$ cat src/rtl/mem_bus_pkg.sv
// Shared types and defaults for the core-side memory responder.
// Holds the FSM state encoding and the I/O page/timeout defaults.
package mem_bus_pkg;

    typedef enum logic [2:0] {
        ST_IDLE,
        ST_WAIT,
        ST_ACCESS,
        ST_IO_REQ,
        ST_DONE
    } state_t;

    localparam logic [7:0] IO_PAGE_DEF    = 8'hFF;
    localparam int         IO_TIMEOUT_DEF = 255;

endpackage

$ cat src/rtl/mem_responder_if.sv
// Core bus between the CPU and the memory responder.
// The core holds request, address and data until m_wait is sampled low.
interface mem_responder_if #(
    parameter int ADR_TOP = 15
);

    logic             m_req;
    logic             m_wr;
    logic [ADR_TOP:0] m_addr;
    logic [7:0]       m_outdata;
    logic             m_wait;
    logic [7:0]       m_indata;

    modport master (
        output m_req,
        output m_wr,
        output m_addr,
        output m_outdata,
        input  m_wait,
        input  m_indata
    );

    modport slave (
        input  m_req,
        input  m_wr,
        input  m_addr,
        input  m_outdata,
        output m_wait,
        output m_indata
    );

endinterface

$ cat src/rtl/bus_timer.sv
// 8-bit loadable down-counter with zero flag.
// Load has priority over decrement; the count stops at zero.
module bus_timer (
    input  logic       clk,
    input  logic       rst_n,
    input  logic       load,
    input  logic [7:0] load_val,
    input  logic       dec,
    output logic       zero
);

    logic [7:0] cnt;

    always_ff @(posedge clk or negedge rst_n) begin
        if (!rst_n) begin
            cnt <= 8'd0;
        end else if (load) begin
            cnt <= load_val;
        end else if (dec && !zero) begin
            cnt <= cnt - 8'd1;
        end
    end

    assign zero = (cnt == 8'd0);

endmodule

$ cat src/rtl/mem_responder.sv
// Core bus responder: wait-stated synchronous RAM plus an
// acknowledged I/O page with timeout and sticky bus error.
module mem_responder
    import mem_bus_pkg::*;
#(
    parameter int         ADR_TOP     = 15,
    parameter int         WAIT_CYCLES = 1,
    parameter logic [7:0] IO_PAGE     = IO_PAGE_DEF,
    parameter int         IO_TIMEOUT  = IO_TIMEOUT_DEF
) (
    input  logic             clk,
    input  logic             rst_n,
    mem_responder_if.slave   bus,
    output logic [ADR_TOP:0] ram_addr,
    output logic [7:0]       ram_wdata,
    output logic             ram_en,
    output logic             ram_we,
    input  logic [7:0]       ram_rdata,
    output logic [7:0]       io_addr,
    output logic [7:0]       io_wdata,
    output logic             io_rd,
    output logic             io_wr,
    input  logic [7:0]       io_rdata,
    input  logic             io_ack,
    output logic             bus_err,
    input  logic             err_clr
);

    localparam logic [7:0] WAIT_LD =
        (WAIT_CYCLES > 0) ? 8'(WAIT_CYCLES - 1) : 8'd0;
    localparam logic [7:0] TMO_LD = 8'(IO_TIMEOUT - 1);

    state_t           state_q;
    state_t           state_d;
    logic [ADR_TOP:0] addr_q;
    logic [7:0]       data_q;
    logic             wr_q;
    logic             io_sel_q;
    logic [7:0]       io_q;

    logic             io_hit;
    logic             accept;
    logic             ack_take;
    logic             tmo;
    logic             tmr_load;
    logic [7:0]       tmr_ld_val;
    logic             tmr_dec;
    logic             tmr_zero;

    assign io_hit = (bus.m_addr[ADR_TOP -: 8] == IO_PAGE);

    bus_timer u_timer (
        .clk      (clk),
        .rst_n    (rst_n),
        .load     (tmr_load),
        .load_val (tmr_ld_val),
        .dec      (tmr_dec),
        .zero     (tmr_zero)
    );

    always_comb begin
        state_d    = state_q;
        accept     = 1'b0;
        ack_take   = 1'b0;
        tmo        = 1'b0;
        tmr_load   = 1'b0;
        tmr_ld_val = WAIT_LD;
        tmr_dec    = 1'b0;
        unique case (state_q)
            ST_IDLE: begin
                if (bus.m_req) begin
                    accept   = 1'b1;
                    tmr_load = 1'b1;
                    if (io_hit) begin
                        tmr_ld_val = TMO_LD;
                        state_d    = ST_IO_REQ;
                    end else if (WAIT_CYCLES > 0) begin
                        state_d = ST_WAIT;
                    end else begin
                        state_d = ST_ACCESS;
                    end
                end
            end
            ST_WAIT: begin
                if (tmr_zero) state_d = ST_ACCESS;
                else          tmr_dec = 1'b1;
            end
            ST_ACCESS: state_d = ST_DONE;
            // Ack is checked first so a late ack still beats the timeout.
            ST_IO_REQ: begin
                if (io_ack) begin
                    ack_take = 1'b1;
                    state_d  = ST_DONE;
                end else if (tmr_zero) begin
                    tmo     = 1'b1;
                    state_d = ST_DONE;
                end else begin
                    tmr_dec = 1'b1;
                end
            end
            ST_DONE: state_d = ST_IDLE;
            default: state_d = ST_IDLE;
        endcase
    end

    always_ff @(posedge clk or negedge rst_n) begin
        if (!rst_n) begin
            state_q  <= ST_IDLE;
            addr_q   <= '0;
            data_q   <= 8'd0;
            wr_q     <= 1'b0;
            io_sel_q <= 1'b0;
        end else begin
            state_q <= state_d;
            if (accept) begin
                addr_q   <= bus.m_addr;
                data_q   <= bus.m_outdata;
                wr_q     <= bus.m_wr;
                io_sel_q <= io_hit;
            end
        end
    end

    always_ff @(posedge clk or negedge rst_n) begin
        if (!rst_n) begin
            io_q    <= 8'd0;
            bus_err <= 1'b0;
        end else begin
            if (ack_take)  io_q <= io_rdata;
            else if (tmo)  io_q <= 8'hFF;
            // A timeout outranks a clear in the same cycle.
            if (tmo)          bus_err <= 1'b1;
            else if (err_clr) bus_err <= 1'b0;
        end
    end

    assign ram_addr  = addr_q;
    assign ram_wdata = data_q;
    assign ram_en    = (state_q == ST_ACCESS);
    assign ram_we    = (state_q == ST_ACCESS) && wr_q;
    assign io_addr   = addr_q[7:0];
    assign io_wdata  = data_q;
    assign io_rd     = (state_q == ST_IO_REQ) && !wr_q;
    assign io_wr     = (state_q == ST_IO_REQ) && wr_q;

    assign bus.m_wait = rst_n && bus.m_req &&
                        (state_q != ST_DONE);
    assign bus.m_indata =
        (state_q == ST_DONE && !wr_q) ?
        (io_sel_q ? io_q : ram_rdata) : 8'h00;

endmodule
$ cat src/flat_wrapper.sv
// flat-port wrapper written by rule: the top's interface ports become plain ports
module mem_responder_flat import mem_bus_pkg::*;
#(
    parameter int         ADR_TOP     = 15,
    parameter int         WAIT_CYCLES = 1,
    parameter logic [7:0] IO_PAGE     = IO_PAGE_DEF,
    parameter int         IO_TIMEOUT  = IO_TIMEOUT_DEF
)
  (clk, rst_n, ram_addr, ram_wdata, ram_en, ram_we, ram_rdata, io_addr, io_wdata, io_rd, io_wr, io_rdata, io_ack, bus_err, err_clr, bus_m_req, bus_m_wr, bus_m_addr, bus_m_outdata, bus_m_wait, bus_m_indata);
  mem_responder_if #(.ADR_TOP(ADR_TOP)) bus_i ();
  input  logic clk;
  input  logic rst_n;
  output logic [ADR_TOP:0] ram_addr;
  output logic [7:0] ram_wdata;
  output logic ram_en;
  output logic ram_we;
  input  logic [7:0] ram_rdata;
  output logic [7:0] io_addr;
  output logic [7:0] io_wdata;
  output logic io_rd;
  output logic io_wr;
  input  logic [7:0] io_rdata;
  input  logic io_ack;
  output logic bus_err;
  input  logic err_clr;
  input wire logic [$bits(bus_i.m_req)-1:0] bus_m_req;
  input wire logic [$bits(bus_i.m_wr)-1:0] bus_m_wr;
  input wire logic [$bits(bus_i.m_addr)-1:0] bus_m_addr;
  input wire logic [$bits(bus_i.m_outdata)-1:0] bus_m_outdata;
  output wire logic [$bits(bus_i.m_wait)-1:0] bus_m_wait;
  output wire logic [$bits(bus_i.m_indata)-1:0] bus_m_indata;
  assign bus_i.m_req = bus_m_req;
  assign bus_i.m_wr = bus_m_wr;
  assign bus_i.m_addr = bus_m_addr;
  assign bus_i.m_outdata = bus_m_outdata;
  assign bus_m_wait = bus_i.m_wait;
  assign bus_m_indata = bus_i.m_indata;
  mem_responder #(.ADR_TOP(ADR_TOP), .WAIT_CYCLES(WAIT_CYCLES), .IO_PAGE(IO_PAGE), .IO_TIMEOUT(IO_TIMEOUT)) u_core (.clk(clk), .rst_n(rst_n), .bus(bus_i), .ram_addr(ram_addr), .ram_wdata(ram_wdata), .ram_en(ram_en), .ram_we(ram_we), .ram_rdata(ram_rdata), .io_addr(io_addr), .io_wdata(io_wdata), .io_rd(io_rd), .io_wr(io_wr), .io_rdata(io_rdata), .io_ack(io_ack), .bus_err(bus_err), .err_clr(err_clr));
endmodule
$ cat config.mk
export PLATFORM = sky130hd
export DESIGN_NAME = mem_responder_flat
export DESIGN_NICKNAME = d
export VERILOG_FILES = /design/src/rtl/mem_bus_pkg.sv /design/src/rtl/mem_responder_if.sv /design/src/rtl/bus_timer.sv /design/src/rtl/mem_responder.sv /design/src/flat_wrapper.sv
export SDC_FILE = /design/constraint.sdc
export NUM_CORES = 1
export LEC_CHECK = 0
export CAP_MARGIN = 10
export CORE_MARGIN = 1.5
export CORE_UTILIZATION = 47
export CTS_BUF_LIST = sky130_fd_sc_hd__clkbuf_8
export CTS_CLUSTER_DIAMETER = 30
export DETAILED_ROUTE_END_ITERATION = 10
export PLACE_DENSITY = 0.88
export SLEW_MARGIN = 25
export SYNTH_ARGS = -nofsm -noshare
export SYNTH_HDL_FRONTEND = slang
export SYNTH_HIERARCHICAL = 1
export SYNTH_SLANG_ARGS = --single-unit
$ cat constraint.sdc
create_clock -name clk -period 4.6 [get_ports clk]
set_input_delay 0.46 -clock clk [delete_from_list [all_inputs] [get_ports clk]]
set_output_delay 0.46 -clock clk [all_outputs]
set_load 0.02 [all_outputs]
* After elaboration in Yosys (flattened, before gate mapping)
Cells that the tools add are included.
** Storage, ports and cells
- Register bits :: 46
- Bits of input ports :: 46
** Cells by class
- $add $sub $neg :: 1
- Equal/unequal tests :: 9
- Multiplexer cells :: 27
- Reductions and logical operators :: 15
** Operator list (count)
- 8-bit 2-to-1 mux :: 9
- 3-bit 2-to-1 mux :: 4
- 3-bit one-hot mux with 4 select lines :: 1
- 1-bit 2-to-1 mux :: 11
- 8-bit == test, second input constant :: 1
- 8-bit logical NOT :: 1
- 8-bit by 1-bit subtractor with 8-bit output, second input constant :: 1
- 1-bit logical AND :: 7
- 3-bit by 2-bit == test with 1-bit output, second input constant :: 2
- 3-bit inequality test, second input constant :: 2
- 2-bit nonzero test :: 3
- 2-bit inequality test, second input constant :: 2
- 3-bit by 1-bit == test with 1-bit output, second input constant :: 1
- 3-bit == test, second input constant :: 1
- 3-bit logical NOT :: 1
- 3-bit AND reduction :: 1
- 1-bit logical NOT :: 2
- 2-bit 2-to-1 mux :: 1
- 1-bit one-hot mux with 2 select lines :: 1

* Longest topological paths before layout
- Word-level depth :: 7
- Gate-level depth with buffers :: 9

* Hierarchy
The synthesis kept the hierarchy.
** Modules (own cells, without submodules)
- mem_responder :: instances 1, cells each 194, area an instance 1809.2 µm², sequential area each 950.9 µm²
- bus_timer :: instances 1, cells each 58, area an instance 528.0 µm², sequential area each 200.2 µm²

* Worst setup path before layout
Ideal clock, no wire load.
- Kind :: register to register
- From :: register u_core.u_timer.cnt[0]
- To :: register u_core.u_timer.cnt[7]
- Data arrival time :: 2.530 ns
- Data required time :: 4.474 ns
- Slack :: 1.944 ns
- Cell stages (with the launch flop) :: 10
- Path buffers :: 0
- Clock period less this slack :: 2.656 ns
- Cell sequence :: dfrtp_1 > inv_1 > ha_1 > or3b_2 > nor2_1 > nand2b_1 > a211oi_1 > or3b_1 > o311a_1 > a221o_1
** Between the ends
- Cells in the longest elaborated chain, start to end :: 6
- Elaborated cells between the ends (all ways) :: 10
- Classes of those cells :: 1 x add/sub; 5 x mux; 4 x reduce/logical
** Ends and longest elaborated chain
- start, declared :: RTL line bus_timer.sv:12 : logic [7:0] cnt;
- start signal, assigned :: RTL line bus_timer.sv:18 : cnt <= load_val;
- start signal, assigned :: RTL line bus_timer.sv:20 : cnt <= cnt - 8'd1;
- 8-bit logical NOT * :: RTL line bus_timer.sv:24 : assign zero = (cnt == 8'd0);
- net u_core.tmr_zero :: RTL line mem_responder.sv:48 : logic tmr_zero;
- 1-bit 2-to-1 mux * :: RTL line mem_responder.sv:85, mem_responder.sv:94
- 1-bit 2-to-1 mux :: RTL line mem_responder.sv:91 : if (io_ack) begin
- 1-bit one-hot mux with 2 select lines * :: RTL line mem_responder.sv:69 : unique case (state_q)
- net u_core.tmr_dec :: RTL line mem_responder.sv:47 : logic tmr_dec;
- 1-bit logical AND * :: RTL line bus_timer.sv:19 : end else if (dec && !zero) begin
- 2-bit nonzero test (no line) *
Mark *: on every way through the listed nets, which the timed path passes. The rest lies on a longest branch. The select of a mux whose other input is x is not followed.
A chain may end at the register's enable or synchronous reset.

* Worst setup path after layout
- From :: register u_core.u_timer.cnt[0]
- To :: register u_core.u_timer.cnt[3]
The elaborated chain is that of the path after synthesis.

==> results.json <==
{
  "synth_top_area_cell": "dfrtp_1",
  "synthFlopType": "dfrtp_1",
  "area_growth_pct": 43.7,
  "worstSetupEndpointType": "flop",
  "crit_arrival_ns": 3.36,
  "routed_wl_um": 5630,
  "ys_async_sr_fraction": 1.00,
  "synth_seq_cells": 46,
  "hold_slack_ns": 0.231,
  "reg2reg_depth": 9,
  "drc": 0,
  "synthTopCellsByArea": "dfrtp_1 (49%), nand2_1 (12%), buf_4 (5.1%)",
  "final_max_slew_viol_count": 0,
  "numPortBuffers": 99,
  "gp_congestion": 0.818,
  "synth_area_sq_um": 2340,
  "p_leak_nw": 1.47,
  "outcome": "completed",
  "timing.critical_path.to": "u_core/u_timer/cnt[3]",
  "regArea_sq_um": 1150,
  "fmax_ghz": 0.318,
  "ir_worst_vdd_uv": 336,
  "max_cap_violations": 0,
  "stdcell_area_sq_um": 3360,
  "crit_start": "u_core/u_timer/cnt[0]",
  "vias_per_cell": 5.22,
  "insertion_delay_ns": 0.30,
  "maxSlewHeadroom": 0.461,
  "post-route-period-util": 0.683,
  "period_minus_slack_ns": 3.14,
  "wl_per_cell_um": 14.0,
  "min_path_type": "input port to async pin",
  "r2r_setup_slack_ns": 1.46,
  "crit_type": "flop to flop",
  "antenna_found_initial": 0,
  "multi_input_area_sq_um": 962,
  "r2r-start": "u_core/u_timer/cnt[0]",
  "dp_hpwl_um": 4020,
  "grt_overflow_total": 0,
  "startpoint_type": "flop",
  "cts_resized": 0,
  "synth_edf_count": 0,
  "r2r-end": "u_core/u_timer/cnt[3]",
  "fp.coreArea_sq_um": 4750,
  "clock_skew_ns": 0.0116,
  "die-width_um": 73.5,
  "fin_setup_tns_ns": 0,
  "worstPathMaxFanout": 7,
  "cts_buffers": 5,
  "drtIter0Drc": 120,
  "synthDistinctLibCells": 46,
  "nFillCells": 361,
  "cp_data_required_time_ns": 4.82,
  "placed_area_sq_um": 3220,
  "dieArea_sq_um": 5410,
  "grt_start_max_net_pins": 48,
  "holdBufCountCts": 0,
  "rsz0062_at_grt": "false",
  "synth_warnings": 6,
  "cts-root-buf": "clkbuf_8",
  "path_clk_slew_ns": 0.09,
  "num-nets-final": 381,
  "drive_gt1_frac": 0.0449,
  "cts_setup_buffers": 0,
  "diodes": 0,
  "htreeDepth": 2,
  "total_power_w": 0.00219,
  "grt_pass1_wl_um": 8430,
  "clock_path_buffers": 2,
  "hold_viol_final": 0,
  "avgSynthCellArea_sq_um": 9.27,
  "finalSetupViolations": 0,
  "initial_core_util": 0.492,
  "cts_tree": "yes",
  "drtAntennaViolNets": 0,
  "ys_seq_area_frac": 0.493,
  "die_h_um": 73.5,
  "rows": 25,
  "grt_pass1_vias": 1896,
  "cts_sinks": 46,
  "netlist.area_leader.share": 0.493,
  "track_usage": 0.203,
  "io_pins": 100,
  "synthesis.nets": 300,
  "num_vias": 2093,
  "first_pass_iters": 4,
  "worst_slew_pin_slew_ns": 0.804,
  "netlist_instances": 252,
  "cellPowerDensity_nw_per_um2": 651
}
## logic make-up (layout without fill, tap and decap cells)
kind of cell,count (synthesis),after routing,synth area share
AOI/OAI and AO/OA,32,32,0.107
adders and majority gates,2,2,0.0107
buffers and inverters,33,115,0.0958
DFF,46,46,0.493
muxes,10,10,0.0428
other,1,1,0.00160
and+or+nand+nor,128,128,0.249
## sequential cells by signal, indices dropped and copies added, names as in the netlist
| name | count |
|---|---|
| u_core/wr_q | 1 |
| u_core/u_timer/cnt | 8 |
| u_core/ram_addr | 16 |
| u_core/io_wdata | 8 |
| u_core/bus_err | 1 |
| u_core/io_q | 8 |
| u_core/state_q | 3 |
| u_core/io_sel_q | 1 |
## layer usage
layer | GRT usage | share of wire | vias to the layer above
met5 | 0 | 0 | -
met4 | 0.0556 | 0.0091 | 0
met3 | 0.0425 | 0.060 | 5
met2 | 0.361 | 0.50 | 78
met1 | 0.247 | 0.43 | 1009
li1 | - | - | 1001
## power by group
group / leakage [nW] / total [W] / switching, W / internal (W)
registers: 0.569 / 0.000739 / 0.000151 / 0.000588
clock network: 0.0683 / 0.000358 / 0.000140 / 0.000218
logic: 0.830 / 0.00109 / 0.000581 / 0.000510
total: 1.47 / 0.00219 / 0.000872 / 0.00132
## cell usage after synthesis (all sizes together) (4+ instances only)
cell type / count
mux2i: 10
nor2: 21
inv: 5
dfrtp: 46
a21oi: 4
nor3: 5
buf: 24
nand2: 76
nand2b: 4
nand4: 4
o22a: 8
## cell usage in the layout, fill, tap and decap left out, types with 2 or more instances in the layout
cell	count
a31oi_1	2
nand2b_1	4
o32ai_1	2
o22a_1	8
mux2i_1	10
nor2_1	21
clkdlybuf4s50_1	98
o21ai_0	2
clkbuf_8	5
inv_1	5
a21oi_1	4
nand2_1	76
nor3_1	4
nor3b_1	3
nand4_1	4
nand3_1	3
or4_1	3
clkinv_4	2
ha_1	2
or3_1	2
bufinv_16	2
dfrtp_1	46
a221o_1	2
## how the worst min path moves through the flow
| stage | cells past startpoint | start | slack, ns | end |
|---|---|---|---|---|
| CTS | 2 | rst_n | 0.25 | u_core/ram_addr[8] |
| global placement | 2 | u_core/ram_addr[11] | 0.46 | u_core/ram_addr[11] |
| global route | 2 | rst_n | 0.28 | u_core/ram_addr[7] |
| detailed placement | 2 | u_core/ram_addr[10] | 0.46 | u_core/ram_addr[10] |
| finish | 2 | rst_n | 0.23 | u_core/ram_addr[7] |
| floorplan | 0 | rst_n | 0.16 | u_core/bus_err |
## metrics by stage
stage                     utilization  cells  setup WS (ns)
after detailed placement        0.678    393           1.55
final                           0.707    401           1.46
after global routing            0.707    401           1.28
after CTS                       0.707    401           1.54
after global placement          0.678    393           1.73
after floorplan                     -    252           1.94
## cell type report
cell class / count / share of cell area
clock buffers: 5 / 0.0205
clock inverters: 3 / 0.0205
inverters: 7 / 0.00931
multi-input cells: 173 / 0.286
flip-flops and latches: 46 / 0.343
well taps: 67 / 0.0250
repair buffers: 100 / 0.296
## critical path: stages (launching register included)
cell      delay (ns)
dfrtp_1         0.40
inv_1           0.09
ha_1            0.23
or3b_2          0.22
nor2_1          0.09
nand2b_1        0.19
a211oi_1        0.69
or3b_1          0.53
or4_1           0.44
o221ai_1        0.18
Note: power is estimated with default switching activity, not from simulation.
